$ cat config.mk
export PLATFORM = sky130hd
export DESIGN_NAME = bit32_seq_shifter_flat
export DESIGN_NICKNAME = d
export VERILOG_FILES = /design/src/rtl/shifter_pkg.sv /design/src/rtl/bit32_seq_shifter_if.sv /design/src/rtl/bit32_shift_left_01.sv /design/src/rtl/bit32_seq_shifter.sv /design/src/flat_wrapper.sv
export SDC_FILE = /design/constraint.sdc
export NUM_CORES = 1
export LEC_CHECK = 0
export CAP_MARGIN = 20
export CORE_MARGIN = 2
export CORE_UTILIZATION = 51
export CTS_BUF_LIST = sky130_fd_sc_hd__clkbuf_8
export DETAILED_ROUTE_END_ITERATION = 7
export MAX_ROUTING_LAYER = met4
export PLACE_DENSITY = 0.9
export RECOVER_POWER = 25
export SYNTH_ARGS = -nofsm -noshare
export SYNTH_HDL_FRONTEND = slang
export SYNTH_SLANG_ARGS = --single-unit
$ cat constraint.sdc
create_clock -name clk -period 3.06 [get_ports clk]
set_input_delay 0.459 -clock clk [delete_from_list [all_inputs] [get_ports clk]]
set_output_delay 0.459 -clock clk [all_outputs]
set_load 0.005 [all_outputs]
$ cat src/rtl/shifter_pkg.sv
// rtl/shifter_pkg.sv - shared FSM encodings and shift-direction constants for the sequential shifter
package shifter_pkg;

  localparam logic [1:0] ST_IDLE  = 2'd0;
  localparam logic [1:0] ST_SHIFT = 2'd1;
  localparam logic [1:0] ST_DONE  = 2'd2;

  localparam logic DIR_LEFT  = 1'b0;
  localparam logic DIR_RIGHT = 1'b1;

  typedef struct packed {
    logic dir;
    logic arith;
  } mode_t;

endpackage

$ cat src/rtl/bit32_seq_shifter_if.sv
// rtl/bit32_seq_shifter_if.sv - request/result bundle between a requester and the sequential shifter
interface bit32_seq_shifter_if #(
  parameter int WIDTH   = 32,
  parameter int SHAMT_W = 5
);
  logic               start;
  logic               dir;
  logic               arith;
  logic [WIDTH-1:0]   data_in;
  logic [SHAMT_W-1:0] shamt;
  logic               busy;
  logic               done;
  logic [WIDTH-1:0]   result;

  modport master (
    output start, dir, arith, data_in, shamt,
    input  busy, done, result
  );

  modport slave (
    input  start, dir, arith, data_in, shamt,
    output busy, done, result
  );
endinterface

$ cat src/rtl/bit32_shift_left_01.sv
// rtl/bit32_shift_left_01.sv - one-bit left step: per-bit 2:1 mux, zero enters at bit 0
module bit32_shift_left_01 #(
  parameter int WIDTH = 32
) (
  input  logic [WIDTH-1:0] din,
  input  logic             en,
  output logic [WIDTH-1:0] dout
);

  assign dout[0] = en ? 1'b0 : din[0];

  for (genvar i = 1; i < WIDTH; i++) begin : g_mux
    assign dout[i] = en ? din[i-1] : din[i];
  end

endmodule

$ cat src/rtl/bit32_seq_shifter.sv
// rtl/bit32_seq_shifter.sv - sequential shifter, one bit position per clock, IDLE/SHIFT/DONE control
module bit32_seq_shifter
  import shifter_pkg::*;
#(
  parameter int WIDTH   = 32,
  parameter int SHAMT_W = 5
) (
  input logic                clk,
  input logic                rst,
  bit32_seq_shifter_if.slave bus
);

  logic [1:0]         state;
  logic [SHAMT_W-1:0] cnt;
  mode_t              mode_q;
  logic [WIDTH-1:0]   work;
  logic [WIDTH-1:0]   left_step;
  logic [WIDTH-1:0]   right_step;
  logic [WIDTH-1:0]   step;
  logic               fill;

  bit32_shift_left_01 #(.WIDTH(WIDTH)) u_left (
    .din  (work),
    .en   (mode_q.dir == DIR_LEFT),
    .dout (left_step)
  );

  // Arithmetic right replicates the current MSB; logical right brings in zero.
  assign fill       = mode_q.arith & work[WIDTH-1];
  assign right_step = {fill, work[WIDTH-1:1]};
  assign step       = (mode_q.dir == DIR_RIGHT) ? right_step : left_step;

  always_ff @(posedge clk or posedge rst) begin
    if (rst) begin
      state  <= ST_IDLE;
      cnt    <= '0;
      mode_q <= '0;
      work   <= '0;
    end else begin
      case (state)
        ST_SHIFT: begin
          work <= step;
          cnt  <= cnt - 1'b1;
          if (cnt == SHAMT_W'(1)) begin
            state <= ST_DONE;
          end
        end
        default: begin
          // IDLE and DONE both accept, so back-to-back requests need no idle gap.
          if (bus.start) begin
            work         <= bus.data_in;
            cnt          <= bus.shamt;
            mode_q.dir   <= bus.dir;
            mode_q.arith <= bus.arith;
            state        <= (bus.shamt == '0) ? ST_DONE : ST_SHIFT;
          end else begin
            state <= ST_IDLE;
          end
        end
      endcase
    end
  end

  assign bus.busy   = (state == ST_SHIFT);
  assign bus.done   = (state == ST_DONE);
  assign bus.result = work;

endmodule

$ cat src/flat_wrapper.sv
// flat-port wrapper written by rule: the top's interface ports become plain ports
module bit32_seq_shifter_flat import shifter_pkg::*;
#(
  parameter int WIDTH   = 32,
  parameter int SHAMT_W = 5
)
  (clk, rst, bus_start, bus_dir, bus_arith, bus_data_in, bus_shamt, bus_busy, bus_done, bus_result);
  bit32_seq_shifter_if #(.WIDTH(WIDTH), .SHAMT_W(SHAMT_W)) bus_i ();
  input logic clk;
  input logic rst;
  input wire logic [$bits(bus_i.start)-1:0] bus_start;
  input wire logic [$bits(bus_i.dir)-1:0] bus_dir;
  input wire logic [$bits(bus_i.arith)-1:0] bus_arith;
  input wire logic [$bits(bus_i.data_in)-1:0] bus_data_in;
  input wire logic [$bits(bus_i.shamt)-1:0] bus_shamt;
  output wire logic [$bits(bus_i.busy)-1:0] bus_busy;
  output wire logic [$bits(bus_i.done)-1:0] bus_done;
  output wire logic [$bits(bus_i.result)-1:0] bus_result;
  assign bus_i.start = bus_start;
  assign bus_i.dir = bus_dir;
  assign bus_i.arith = bus_arith;
  assign bus_i.data_in = bus_data_in;
  assign bus_i.shamt = bus_shamt;
  assign bus_busy = bus_i.busy;
  assign bus_done = bus_i.done;
  assign bus_result = bus_i.result;
  bit32_seq_shifter #(.WIDTH(WIDTH), .SHAMT_W(SHAMT_W)) u_core (.clk(clk), .rst(rst), .bus(bus_i));
endmodule
==> results of run 1 <==
==> worst max-delay path: stages (launching register included) <==
cell and delay [ns]:
sky130_fd_sc_hd__dfrtp_1 0.40, sky130_fd_sc_hd__nand2b_4 0.26, sky130_fd_sc_hd__inv_2 0.19, sky130_fd_sc_hd__clkdlybuf4s50_1 0.53
==> cell families after synthesis <==
group / Yosys count / synth area share
compound gates: 73 / 0.204
fa+ha+maj: 2 / 0.0108
buf+inv: 25 / 0.0540
flops: 41 / 0.443
mux: 36 / 0.161
simple gates: 49 / 0.127
==> layout make-up <==
class / count / area [um2] / area share
clock buffer: 5 / 68.8 / 0.0220
clock inverter: 3 / 13.8 / 0.00440
inverter: 5 / 18.8 / 0.00600
multi-input combinational: 160 / 1160 / 0.372
sequential: 41 / 1030 / 0.328
tap: 52 / 65.1 / 0.0208
timing repair buffer: 79 / 772 / 0.247
==> stage by stage <==
| step | cells | worst slack [ns] | total power, mW | hold WS (ns) |
|---|---|---|---|---|
| floorplan | 226 | 1.66 | 2.08 | 0.480 |
| finish | 345 | 0.915 | 3.09 | 0.523 |
| detailed placement | 337 | 1.21 | 2.75 | 0.541 |
| global route | 345 | 0.770 | 3.33 | 0.534 |
| global placement | 336 | 1.24 | 2.68 | 0.498 |
| CTS | 345 | 0.920 | 3.11 | 0.416 |
==> state kept, by name, indices dropped and copies added, names as in the netlist <==
signal	flops
u_core.state	2
u_core.cnt	5
u_core.bus.result	32
u_core.mode_q	2
==> final timing paths <==
| kind | from | endpoint | slack, ns | depth (start not counted) |
|---|---|---|---|---|
| max in group asynchronous | rst | u_core.mode_q[1] | 1.06 | 3 |
| hold reg to reg | u_core.mode_q[0] | u_core.mode_q[0] | 0.56 | 1 |
| min in group clk | u_core.mode_q[0] | u_core.mode_q[0] | 0.56 | 1 |
| setup / recovery | u_core.state[1] | bus_busy | 0.92 | 3 |
| setup reg to reg | u_core.mode_q[1] | u_core.bus.result[31] | 1.36 | 3 |
| hold / removal | rst | u_core.bus.result[13] | 0.52 | 2 |
==> power groups by stage <==
| stage | Combinational, mW | Clock (mW) | Sequential [mW] |
|---|---|---|---|
| finish | 1.52 | 0.347 | 1.23 |
| global route | 1.68 | 0.371 | 1.28 |
| detailed placement | 1.53 | 0 | 1.22 |
| global placement | 1.46 | 0 | 1.22 |
| floorplan | 1.02 | 0 | 1.06 |
| CTS | 1.54 | 0.350 | 1.22 |
==> per-layer routing <==
metal | share of wire | GRT usage
met2 | 0.48 | 0.365
met3 | 0.056 | 0.0478
met1 | 0.45 | 0.313
met4 | 0.014 | 0.0776
met5 | 0 | -
==> cells in the mapped netlist <==
| master | number | share of area |
|---|---|---|
| sky130_fd_sc_hd__dfrtp_1 | 41 | 0.44 |
| sky130_fd_sc_hd__a21oi_1 | 35 | 0.076 |
| sky130_fd_sc_hd__mux2i_1 | 32 | 0.14 |
| sky130_fd_sc_hd__nor2b_1 | 32 | 0.086 |
| sky130_fd_sc_hd__a211oi_1 | 30 | 0.097 |
| sky130_fd_sc_hd__buf_2 | 13 | 0.028 |
| sky130_fd_sc_hd__nand3_1 | 7 | 0.015 |
| sky130_fd_sc_hd__clkbuf_1 | 4 | 0.0065 |
| sky130_fd_sc_hd__inv_1 | 4 | 0.0065 |
| sky130_fd_sc_hd__nand2_1 | 3 | 0.0049 |
| sky130_fd_sc_hd__nor3_1 | 3 | 0.0065 |
| sky130_fd_sc_hd__buf_4 | 2 | 0.0065 |
| sky130_fd_sc_hd__ha_1 | 2 | 0.011 |
| sky130_fd_sc_hd__mux2_2 | 2 | 0.0097 |
| sky130_fd_sc_hd__mux2_4 | 2 | 0.013 |
| sky130_fd_sc_hd__a221o_1 | 1 | 0.0043 |
| sky130_fd_sc_hd__a311oi_1 | 1 | 0.0038 |
| sky130_fd_sc_hd__a31o_2 | 1 | 0.0038 |
| sky130_fd_sc_hd__buf_6 | 1 | 0.0049 |
| sky130_fd_sc_hd__inv_2 | 1 | 0.0016 |
| sky130_fd_sc_hd__nand2b_4 | 1 | 0.0059 |
| sky130_fd_sc_hd__nor2_1 | 1 | 0.0016 |
| sky130_fd_sc_hd__nor4b_1 | 1 | 0.0038 |
| sky130_fd_sc_hd__o211a_1 | 1 | 0.0043 |
| sky130_fd_sc_hd__o211ai_1 | 1 | 0.0032 |
| sky130_fd_sc_hd__o21ai_0 | 1 | 0.0022 |
| sky130_fd_sc_hd__o221a_1 | 1 | 0.0049 |
| sky130_fd_sc_hd__o221a_2 | 1 | 0.0049 |
| sky130_fd_sc_hd__or3_1 | 1 | 0.0027 |
==> flow_summary.rst, run 1 <==
.. list-table::
   :header-rows: 1

   * - Metric
     - Value
   * - Result of the run
     - completed
   * - CTS tree
     - yes
   * - Largest net degree at the start of global routing
     - 65
   * - Total placed instance area
     - 3070 um2
   * - Width of the chip
     - 71.4 um
   * - Arrival time of the worst setup path
     - 1.69 ns
   * - Worst-Skew Late Latency
     - 0.30 ns
   * - Cts-stage hold buffer count
     - 0
   * - Final antenna-violating net count
     - 0
   * - Average wire length per cell after detail routing
     - 16.2 um
   * - Starting DRT DRC Count
     - 200
   * - Combinational power share
     - 0.491
   * - Final std cell area, no fill
     - 3130 um2
   * - Number of antenna diodes
     - 0
   * - Post-synthesis instance area
     - 2320 um2
   * - Switching power of the nets
     - 1.20 mW
   * - Worst Path Max Fanout
     - 23
   * - DRC violations left
     - 0
   * - Final design utilization
     - 0.719
   * - Transition time at the pin with the least slew margin
     - 1.21 ns
   * - Number of buffers created by CTS
     - 5
   * - Number of fillers in the final layout
     - 336
   * - Detailed Route WL
     - 5580 um
   * - Distinct cell type count of the synthesized netlist
     - 29
   * - Syn nets
     - 270
   * - Floorplan die area
     - 5100 um2
   * - Largest voltage drop on the vdd net
     - 0.536 mV
   * - Startpoint kind of the worst setup timing path
     - flop
   * - Buffers added on ports
     - 75
   * - Minimum clock period
     - 2.14 ns
   * - Achievable Freq
     - 466 MHz
   * - Wire length of the first global-routing pass
     - 9190 um
   * - Layout-stage area growth over the synthesis result
     - 35.2%
   * - Buffer levels on the longest clock path
     - 2
   * - # rows
     - 24
   * - Share of synthesized area occupied by flip-flops and latches
     - 0.443
   * - Overall via count from detail_route
     - 1990
   * - Cell at the root of the clock tree
     - sky130_fd_sc_hd__clkbuf_8
   * - Portion of the clock cycle consumed by the worst path in the final layout
     - 0.701
   * - Power Density
     - 988 nW/um2
   * - Clock transition at the register clock pins on the worst setup and hold paths after CTS
     - 0.08 ns
   * - Internal Pwr Total
     - 1.89 mW
   * - FF+latch count, synth
     - 41
   * - Part of the power in the clock network
     - 0.112
   * - Setup repair after global routing missed its margin
     - false
   * - Initial core utilization
     - 0.532
   * - Final Max Slew Viols
     - 0
   * - Post-Synthesis Mean Instance Area
     - 10.2 um2
   * - Most common cell after layout, fill and taps aside
     - sky130_fd_sc_hd__clkdlybuf4s50_1
   * - Type of destination of the critical path
     - output port
   * - Warnings from Yosys
     - 0
   * - Total track usage
     - 0.236
   * - Required time of the critical path
     - 2.60 ns
   * - Total congestion overflow
     - 0
   * - Vias per inst
     - 5.77
   * - Crit path kind
     - reg2out
   * - Worst hold-check path type
     - in2async
   * - Summed negative setup slack over all endpoints
     - 0 ns
   * - Total setup buffers inserted after CTS
     - 0
   * - Max H-tree Level
     - 2
   * - Setup Skew
     - 0.00292 ns
   * - Max-cap viol count
     - 0
   * - Number of hold-slack violations in the final timing report
     - 0
   * - Core area
     - 4350 um2
   * - Gpl congestion
     - 0.746
   * - DRT Pass-1 Iters
     - 4
   * - Height of the die
     - 71.4 um
   * - Sink count of the clock tree
     - 41
   * - Leakage Power
     - 1.29 nW
   * - Number of antenna violations at the first check in global routing
     - 0
   * - Fraction of layout instances using a drive strength above 1
     - 0.0683
   * - I/O pin count
     - 76
   * - HPWL after detailed placement
     - 3810 um
   * - Synthesized instance count
     - 226
   * - Final setup violation count
     - 0
   * - Resized Gates After CTS
     - 0
   * - Top library cells by usage in the layout, fill and taps aside
     - sky130_fd_sc_hd__clkdlybuf4s50_1 (73), sky130_fd_sc_hd__dfrtp_1 (40), sky130_fd_sc_hd__a21oi_1 (35)
   * - Proportion of total power due to net switching
     - 0.388
   * - Via count of the first global-routing pass
     - 1921
   * - Sequential fraction of design power
     - 0.397
   * - Nets
     - 336
   * - Slew margin rel.
     - 0.196
(Power assumes the default switching activity.)
==> inputs of run 2 (changes only) <==
Settings changed: CORE_UTILIZATION 51 to 48, PLACE_DENSITY 0.9 to 0.85.
Clock period 3.06 ns to 2.1 ns, I/O delays scaled along.
==> run 2 against run 1 <==
Compared with the run above:
- combinational power rose by 56%
- clock skew up 0.00054 ns
- final area is 1.3% higher
- critical path depth did not move
- sequential power rose by 37%
- final cell count increased by 0.58%
- register-to-register slack got worse by 0.80 ns
- die area is 5.9% higher
- utilization decreased by 4.3 points
- sequential share of layout area is 0.41 points lower
- first-iteration DRC count decreased by 47%
- clock power up 50%
- critical path type unchanged
- critical endpoint unchanged
==> flow_summary.rst, run 2 (synthesis results as in run 1) <==
.. list-table::
   :header-rows: 1

   * - Metric
     - Value
   * - Result of the run
     - completed
   * - DRC violations left
     - 0
   * - Flip-flop count of the largest register after layout
     - 32
   * - Cts-stage hold buffer count
     - 0
   * - Slowest-stage cell, CP
     - sky130_fd_sc_hd__clkdlybuf4s50_1
   * - Type of destination of the critical path
     - output port
   * - Final std cell area, no fill
     - 3170 um2
   * - Total setup buffers inserted after CTS
     - 0
   * - Wire length of the first global-routing pass
     - 9000 um
   * - Detailed Route WL
     - 5370 um
   * - I/O pin count
     - 76
   * - Total placed instance area
     - 3100 um2
   * - Most common cell after layout, fill and taps aside
     - sky130_fd_sc_hd__clkdlybuf4s50_1
   * - Number of antenna violations at the first check in global routing
     - 0
   * - Worst-Skew Late Latency
     - 0.29 ns
   * - Count of buffer and inverter cells on the critical path
     - 2
   * - Clock transition at the register clock pins on the worst setup and hold paths after CTS
     - 0.08 ns
   * - Cell chain of the critical path
     - nand2b_4 > inv_2 > clkdlybuf4s50_1
   * - Combinational power share
     - 0.517
   * - Arrival time of the worst setup path
     - 1.68 ns
   * - Internal Pwr Total
     - 2.84 mW
   * - # rows
     - 25
   * - Fraction of layout instances using a drive strength above 1
     - 0.0717
   * - Resized Gates After CTS
     - 0
   * - Transition time at the pin with the least slew margin
     - 0.626 ns
   * - Starting DRT DRC Count
     - 107
   * - Worst Path Max Fanout
     - 24
   * - Startpoint kind of the worst setup timing path
     - flop
   * - Minimum clock period
     - 2.00 ns
   * - Buffer levels on the longest clock path
     - 2
   * - Via count of the first global-routing pass
     - 1938
   * - Max-cap viol count
     - 0
   * - Number of buffers created by CTS
     - 5
   * - Setup repair after global routing missed its margin
     - false
   * - Setup Skew
     - 0.00345 ns
   * - Portion of the clock cycle consumed by the worst path in the final layout
     - 0.951
   * - Total congestion overflow
     - 0
   * - Achievable Freq
     - 500 MHz
   * - Worst Setup Slack post-DPL
     - 0.419 ns
   * - Sink count of the clock tree
     - 41
   * - Core area
     - 4690 um2
   * - Summed negative setup slack over all endpoints
     - 0 ns
   * - Number of fillers in the final layout
     - 406
   * - Buffers added on ports
     - 75
   * - Tightest hold margin
     - 0.451 ns
   * - Switching power of the nets
     - 1.74 mW
   * - Layout-stage area growth over the synthesis result
     - 36.9%
   * - Height of the die
     - 73.5 um
   * - Total track usage
     - 0.217
   * - Final antenna-violating net count
     - 0
   * - Slew margin rel.
     - 0.583
   * - Width of the chip
     - 73.5 um
   * - Average wire length per cell after detail routing
     - 15.5 um
   * - Post-layout worst setup margin
     - 0.102 ns
   * - Final Max Slew Viols
     - 0
   * - Floorplan die area
     - 5400 um2
   * - Max H-tree Level
     - 2
   * - HPWL after detailed placement
     - 3760 um
   * - CTS tree
     - yes
   * - DRT Pass-1 Iters
     - 4
   * - Largest net degree at the start of global routing
     - 42
   * - Top library cells by usage in the layout, fill and taps aside
     - sky130_fd_sc_hd__clkdlybuf4s50_1 (73), sky130_fd_sc_hd__dfrtp_1 (40), sky130_fd_sc_hd__a21oi_1 (35)
   * - Leakage Power
     - 1.31 nW
   * - Cell family contributing the most delay on the critical path
     - buffers and inverters
   * - Required time of the critical path
     - 1.78 ns
   * - Crit path kind
     - reg2out
   * - Overall via count from detail_route
     - 1961
   * - Worst hold-check path type
     - in2async
   * - Vias per inst
     - 5.65
   * - Gpl congestion
     - 0.852
   * - Final setup violation count
     - 0
   * - Initial core utilization
     - 0.494
   * - Power Density
     - 1440 nW/um2
   * - Slowest stage delay, CP
     - 0.52 ns
   * - Proportion of total power due to net switching
     - 0.380
   * - Sequential fraction of design power
     - 0.370
   * - Cell at the root of the clock tree
     - sky130_fd_sc_hd__clkbuf_8
   * - Number of hold-slack violations in the final timing report
     - 0
   * - Part of the power in the clock network
     - 0.113
   * - Largest voltage drop on the vdd net
     - 0.719 mV
   * - Nets
     - 337
   * - Number of antenna diodes
     - 0
-- run 2: cell types whose count changed in the layout (fill, tap and decap cells not counted) --
cell	previous run	this run
sky130_fd_sc_hd__clkbuf_2	0	1
sky130_fd_sc_hd__clkbuf_8	5	6
sky130_fd_sc_hd__clkinv_2	2	0
sky130_fd_sc_hd__buf_4	3	2
sky130_fd_sc_hd__buf_12	0	2
sky130_fd_sc_hd__clkbuf_1	1	0
-- run 2: final timing paths --
check | startpoint | endpoint | slack, ns | depth (start not counted)
min in group clk | u_core.mode_q[0] | u_core.mode_q[0] | 0.52 | 1
worst max-delay path | u_core.state[1] | bus_busy | 0.10 | 3
max in group asynchronous | rst | u_core.mode_q[1] | 0.66 | 3
worst max register to register | u_core.state[1] | u_core.cnt[3] | 0.56 | 4
worst min-delay path | rst | u_core.bus.result[18] | 0.45 | 2
worst min register to register | u_core.mode_q[0] | u_core.mode_q[0] | 0.52 | 1
-- run 2: metrics by stage --
step | std cells | util | power (mW)
after global placement | 340 | 0.661 | 3.98
after CTS | 347 | 0.679 | 4.61
after detailed placement | 340 | 0.661 | 4.08
final | 347 | 0.676 | 4.58
after global routing | 347 | 0.676 | 4.94
after floorplan | 226 | - | 3.03
-- run 2: area by class of cell --
| cell class | count | area [um2] | area share |
|---|---|---|---|
| repair buffers | 80 | 806 | 0.254 |
| multi-input cells | 160 | 1160 | 0.367 |
| inverters | 5 | 18.8 | 0.00592 |
| flip-flops and latches | 41 | 1030 | 0.324 |
| well taps | 54 | 67.6 | 0.0213 |
| clock buffers | 6 | 82.6 | 0.0260 |
| clock inverters | 1 | 3.75 | 0.00118 |
-- run 2: routing by layer --
| layer | up-vias | GRT usage | part of all wire |
|---|---|---|---|
| li1 | 960 | - | - |
| met1 | 933 | 0.290 | 0.45 |
| met2 | 63 | 0.335 | 0.49 |
| met3 | 5 | 0.0521 | 0.059 |
| met4 | 0 | 0.0485 | 0.0071 |
| met5 | - | - | 0 |
-- run 2: worst register-to-register path, cell delays in order, from the launching register on --
cell and delay [ns]:
sky130_fd_sc_hd__dfrtp_1 0.40, sky130_fd_sc_hd__nand2b_4 0.27, sky130_fd_sc_hd__inv_2 0.20, sky130_fd_sc_hd__mux2_4 0.32, sky130_fd_sc_hd__o221a_2 0.25
-- run 2: power by group through the flow --
stage / clock network, mW / logic (mW) / registers [mW]
final: 0.519 / 2.37 / 1.69
after global routing: 0.557 / 2.62 / 1.76
after CTS: 0.527 / 2.39 / 1.70
after detailed placement: 0 / 2.38 / 1.70
after global placement: 0 / 2.30 / 1.68
after floorplan: 0 / 1.48 / 1.55
==> variant 1: new RTL, settings of run 1 <==
`SHAMT_W` is set to 5 in 3 places; all go to 10.
--- a/src/rtl/bit32_seq_shifter_if.sv
+++ b/src/rtl/bit32_seq_shifter_if.sv
@@ -2,5 +2,5 @@
 interface bit32_seq_shifter_if #(
   parameter int WIDTH   = 32,
-  parameter int SHAMT_W = 5
+  parameter int SHAMT_W = 10
 );
   logic               start;
--- a/src/rtl/bit32_seq_shifter.sv
+++ b/src/rtl/bit32_seq_shifter.sv
@@ -4,5 +4,5 @@
 #(
   parameter int WIDTH   = 32,
-  parameter int SHAMT_W = 5
+  parameter int SHAMT_W = 10
 ) (
   input logic                clk,
--- a/src/flat_wrapper.sv
+++ b/src/flat_wrapper.sv
@@ -3,5 +3,5 @@
 #(
   parameter int WIDTH   = 32,
-  parameter int SHAMT_W = 5
+  parameter int SHAMT_W = 10
 )
   (clk, rst, bus_start, bus_dir, bus_arith, bus_data_in, bus_shamt, bus_busy, bus_done, bus_result);
Ports: changed (resized bus_shamt); port bits go from 76 to 81. No check against the original RTL was run, so the function may have changed too.
==> variant 1 against run 1 <==
- sequential cell count grew 5
- setup slack got worse by 0.13 ns
- non-clock buffer count grew 4
- critical path depth is the same
- power is 0.98% lower
- wire length up 17%
- design area is 12% higher
- area after synthesis increased by 12%
==> variant 1: results (changes against run 1) <==
* Routing usage on met2 at 38.16% (+1.6 points)
* Top routing layer used: met4
* Critical R2R Launch: u_core.state[0]$_DFFE_PP0P_
* GRT Util Overall at 24.65% (+1.1 points)
* Share of layout cells above drive strength 1 at 5.422% (-1.4 points)
* Setup WS pre-CTS at 1.083 ns (-0.1301 ns)
* Largest net degree at the start of global routing at 76 (+17%)
* Post-synth top cells: 46 x dfrtp_1, 34 x a211oi_1, 34 x a21oi_1
* DR WL met3 at 360 microns (+15%)
* Final ANT Viol Nets at 0 (unchanged)
* Hold Crit Class: flip-flop to flip-flop
* Average wire per standard cell at 16.33 microns (+0.90%)
* R2r worst-path depth at 5 (+2)
* P_comb at 1.40 mW (-8%)
* Sequential-to-total area share from yosys stat at 44.36% (+0.058 points)
* Placed Instance Area at 3408 sq um (+11%)
* Detailed Route Iter0 Violations at 185 (-7.5%)
* Metal2 WL at 3.272 mm (+21%)
* PortBufs at 80 (+6.7%)
* Adder-Cell Fraction of Synth Area at 0.9643% (-0.12 points)
* H-tree depth at 2 (unchanged)
* Syn_nets at 313 (+16%)
* Post-synth EDFFs at 0 (unchanged)
* Complex-gate fraction of the synthesized area at 20.35% (-0.074 points)
* Peak VDD IR at 0.0004630 V (-14%)
* Hold Crit Start: u_core.mode_q[0]$_DFFE_PP0P_
* DRT met1 WL at 2.827 mm (+13%)
* Ys flop type: dfrtp_1
* Critical Path Slowest Stage Cell: clkdlybuf4s50_1
* Vias at 2267 (+14%)
* Hpwl dp at 4.513 mm (+19%)
* Filler instances at 382 (+14%)
* Sw Pwr at 1.173 mW (-2.3%)
* Status: finished clean
* Drt pass-1 iters at 4 (unchanged)
* Setup bufs post-CTS at 0 (unchanged)
* Clk power at 0.362 mW (+4%)
* Critical R2R Capture: u_core.cnt[2]$_DFFE_PP0P_
* P_seq at 1.30 mW (+6%)
* Critical path peak fanout at 12 (-48%)
* CTS max path bufs at 2 (unchanged)
* Initial antenna violation count at 0 (unchanged)
* Unique masters post-synth at 33 (+14%)
* Worst path max stage delay at 0.57 ns (+0.04 ns)
* Pleak at 1.447 nW (+12%)
* GPL Wtd Cong at 0.8735 (+17%)
* Final nets at 382 (+14%)
* Met1 usage in global routing at 32.39% (+1.1 points)
* Met3 GRT Util at 5.026% (+0.24 points)
* Ranking of synthesized cells by area: dfrtp_1 44%, mux2i_1 12%, a211oi_1 9.8%
* Vias in the first global route at 2170 (+13%)
* First-pass GRT wire length at 10.35 mm (+13%)
* Post-synthesis mux area share at 12.34% (-3.8 points)
* Slew @ Worst Pin at 1.279 ns (+0.07281 ns)
* Reg clk slew, reported paths at 0.08 ns (about the same)
* Clock skew at 0.003652 ns (+0.0007371 ns)
* WHS Path Cells at 2
variant 1: cells by family after synthesis:
family / Yosys count
simple gates: 78
flops: 46
buf+inv: 25
fa+ha+maj: 2
mux: 32
compound gates: 81
variant 1: per-stage QoR:
step | cells | hold WS (ns) | util [%]
final | 399 | 0.4992 | 72.47
after floorplan | 264 | 0.4459 | -
after global placement | 393 | 0.4665 | 70.75
after detailed placement | 393 | 0.4794 | 70.75
after global routing | 399 | 0.5124 | 72.47
after CTS | 399 | 0.4960 | 72.47
variant 1: worst max path at each step:
stage	from	end	slack, ns	depth (start not counted)
detailed placement	u_core.state[0]$_DFFE_PP0P_	u_core.cnt[7]$_DFFE_PP0P_	1.08	5
global placement	u_core.state[1]$_DFFE_PP0P_	bus_busy	1.13	3
floorplan	rst	u_core.bus.result[0]$_DFFE_PP0P_	1.51	1
global route	u_core.state[1]$_DFFE_PP0P_	bus_busy	0.68	3
finish	u_core.state[1]$_DFFE_PP0P_	bus_busy	0.78	3
CTS	u_core.state[1]$_DFFE_PP0P_	bus_busy	0.78	3
variant 1: worst max-delay path: cells and delay by family, from the launching register on:
kind / cells / cell delay [ns]
buffers and inverters: 2 / 0.83
flip-flops: 1 / 0.38
AND/OR/NAND/NOR: 1 / 0.31
variant 1: final cells by class:
| class | count | area (sq um) | area share [%] |
|---|---|---|---|
| well taps | 67 | 83.83 | 2.401 |
| clock buffers | 6 | 82.58 | 2.366 |
| inverters | 4 | 15.01 | 0.4301 |
| flip-flops and latches | 46 | 1152 | 33.01 |
| repair buffers | 83 | 818.3 | 23.44 |
| multi-input cells | 193 | 1339 | 38.35 |
==> variant 2: new RTL, config.mk and constraints of run 1 <==
Made on the original files. Reset style: synchronous (`rst`), changed in one clocked block.
--- a/src/rtl/bit32_seq_shifter.sv
+++ b/src/rtl/bit32_seq_shifter.sv
@@ -31,5 +31,5 @@
   assign step       = (mode_q.dir == DIR_RIGHT) ? right_step : left_step;
 
-  always_ff @(posedge clk or posedge rst) begin
+  always_ff @(posedge clk) begin
     if (rst) begin
       state  <= ST_IDLE;
Check against the original RTL: differs if rst is asserted again (counterexample within 4 cycles, from zero or initial values and one cycle with rst high); with rst held inactive, the same outputs for 10 cycles.
==> variant 2 against run 1 <==
- sequential cell count unchanged
- core utilization down 0.57 points
- area after synthesis decreased by 2.5%
- hold slack got worse by 0.022 ns
- setup slack better by 0.055 ns
- design area down 2.2%
- sequential share of layout area decreased by 6.0 points
- die area shrank 2.4%
- critical path type is now flip-flop to flip-flop
- count of clock-buffer cells in the layout increased by 1
- maximum frequency increased by 2.6%
- wire length decreased by 1.5%
Power is not compared: it rests on default switching activity, and its combinational part moved more than twofold at a synthesized area within 25%.
==> variant 2: results (changes against run 1) <==
* Status: finished clean
* DRT met1 WL at 2.478 mm (-0.80%)
* Flop2flop setup slack at 0.97 ns (-0.39 ns)
* Vias in the first global route at 1922 (+0.052%)
* Clock skew at 0.01069 ns (+0.007775 ns)
* Final nets at 345 (+2.7%)
* CP startpoint: u_core.state[1]$_SDFFE_PP0P_
* Complex-gate fraction of the synthesized area at 25.89% (+5.5 points)
* DR WL met3 at 315 microns (+0.64%)
* GRT Util Overall at 22.76% (-0.84 points)
* Hpwl dp at 3.613 mm (-5.1%)
* R2r worst-path depth at 4 (+1)
* Met3 GRT Util at 4.040% (-0.74 points)
* Critical path peak fanout at 72 (+210%)
* Hold Crit Class: flip-flop to flip-flop
* Metal2 WL at 2.620 mm (-2.8%)
* Detailed Route Iter0 Violations at 135 (-33%)
* Async set-reset flop share out of synthesis at 0% (-100 points)
* Rel. slew slack at 10.79% (-8.8 points)
* Critical Path Slowest Stage Cell: clkbuf_2
* Vias at 2107 (+5.9%)
* Critical R2R Launch: u_core.state[1]$_SDFFE_PP0P_
* Post-synth top cells: 63 x a211oi_1, 41 x dfxtp_1, 33 x nor2b_1
* GPL Wtd Cong at 0.8325 (+12%)
* Unique masters post-synth at 31 (+6.9%)
* Met1 usage in global routing at 30.88% (-0.43 points)
* Sequential-to-total area share from yosys stat at 36.36% (-7.9 points)
* Share of layout cells above drive strength 1 at 5.960% (-0.87 points)
* Critical R2R Capture: u_core.bus.result[21]$_SDFFE_PP0P_
* XOR/XNOR Fraction of Synth Area at 0.3880% (+0.39 points)
* Average wire per standard cell at 15.54 microns (-4.0%)
* Worst path max stage delay at 0.72 ns (+0.19 ns)
-- variant 2: per-stage QoR --
stage	cells	cell area [sq um]	util, %	setup slack, ns	hold slack, ns
after global placement	346	2949	68.68	1.035	0.4767
after floorplan	242	2257	-	1.496	0.4516
after CTS	354	3065	71.39	1.098	0.5013
final	354	3063	71.33	0.9702	0.5011
after global routing	354	3063	71.33	0.7344	0.5327
after detailed placement	346	2949	68.68	1.011	0.4874
-- variant 2: area by class of cell --
cell class,instances,area share [%]
clock buffer,6,2.696
inverter,5,0.6127
timing repair buffer,78,25.00
sequential,41,26.84
tap,52,2.124
multi-input combinational,170,41.63
clock inverter,2,1.103
-- variant 2: worst min-delay path: stages (launching register included) --
cell and delay [ns]:
dfxtp_1 0.33, o21ai_0 0.07, a21oi_1 0.06
-- variant 2: where the power goes --
group	internal, mW	total [mW]	switching [mW]
logic	0.225	0.378	0.153
registers	0.593	0.665	0.0720
clock network	0.263	0.449	0.186
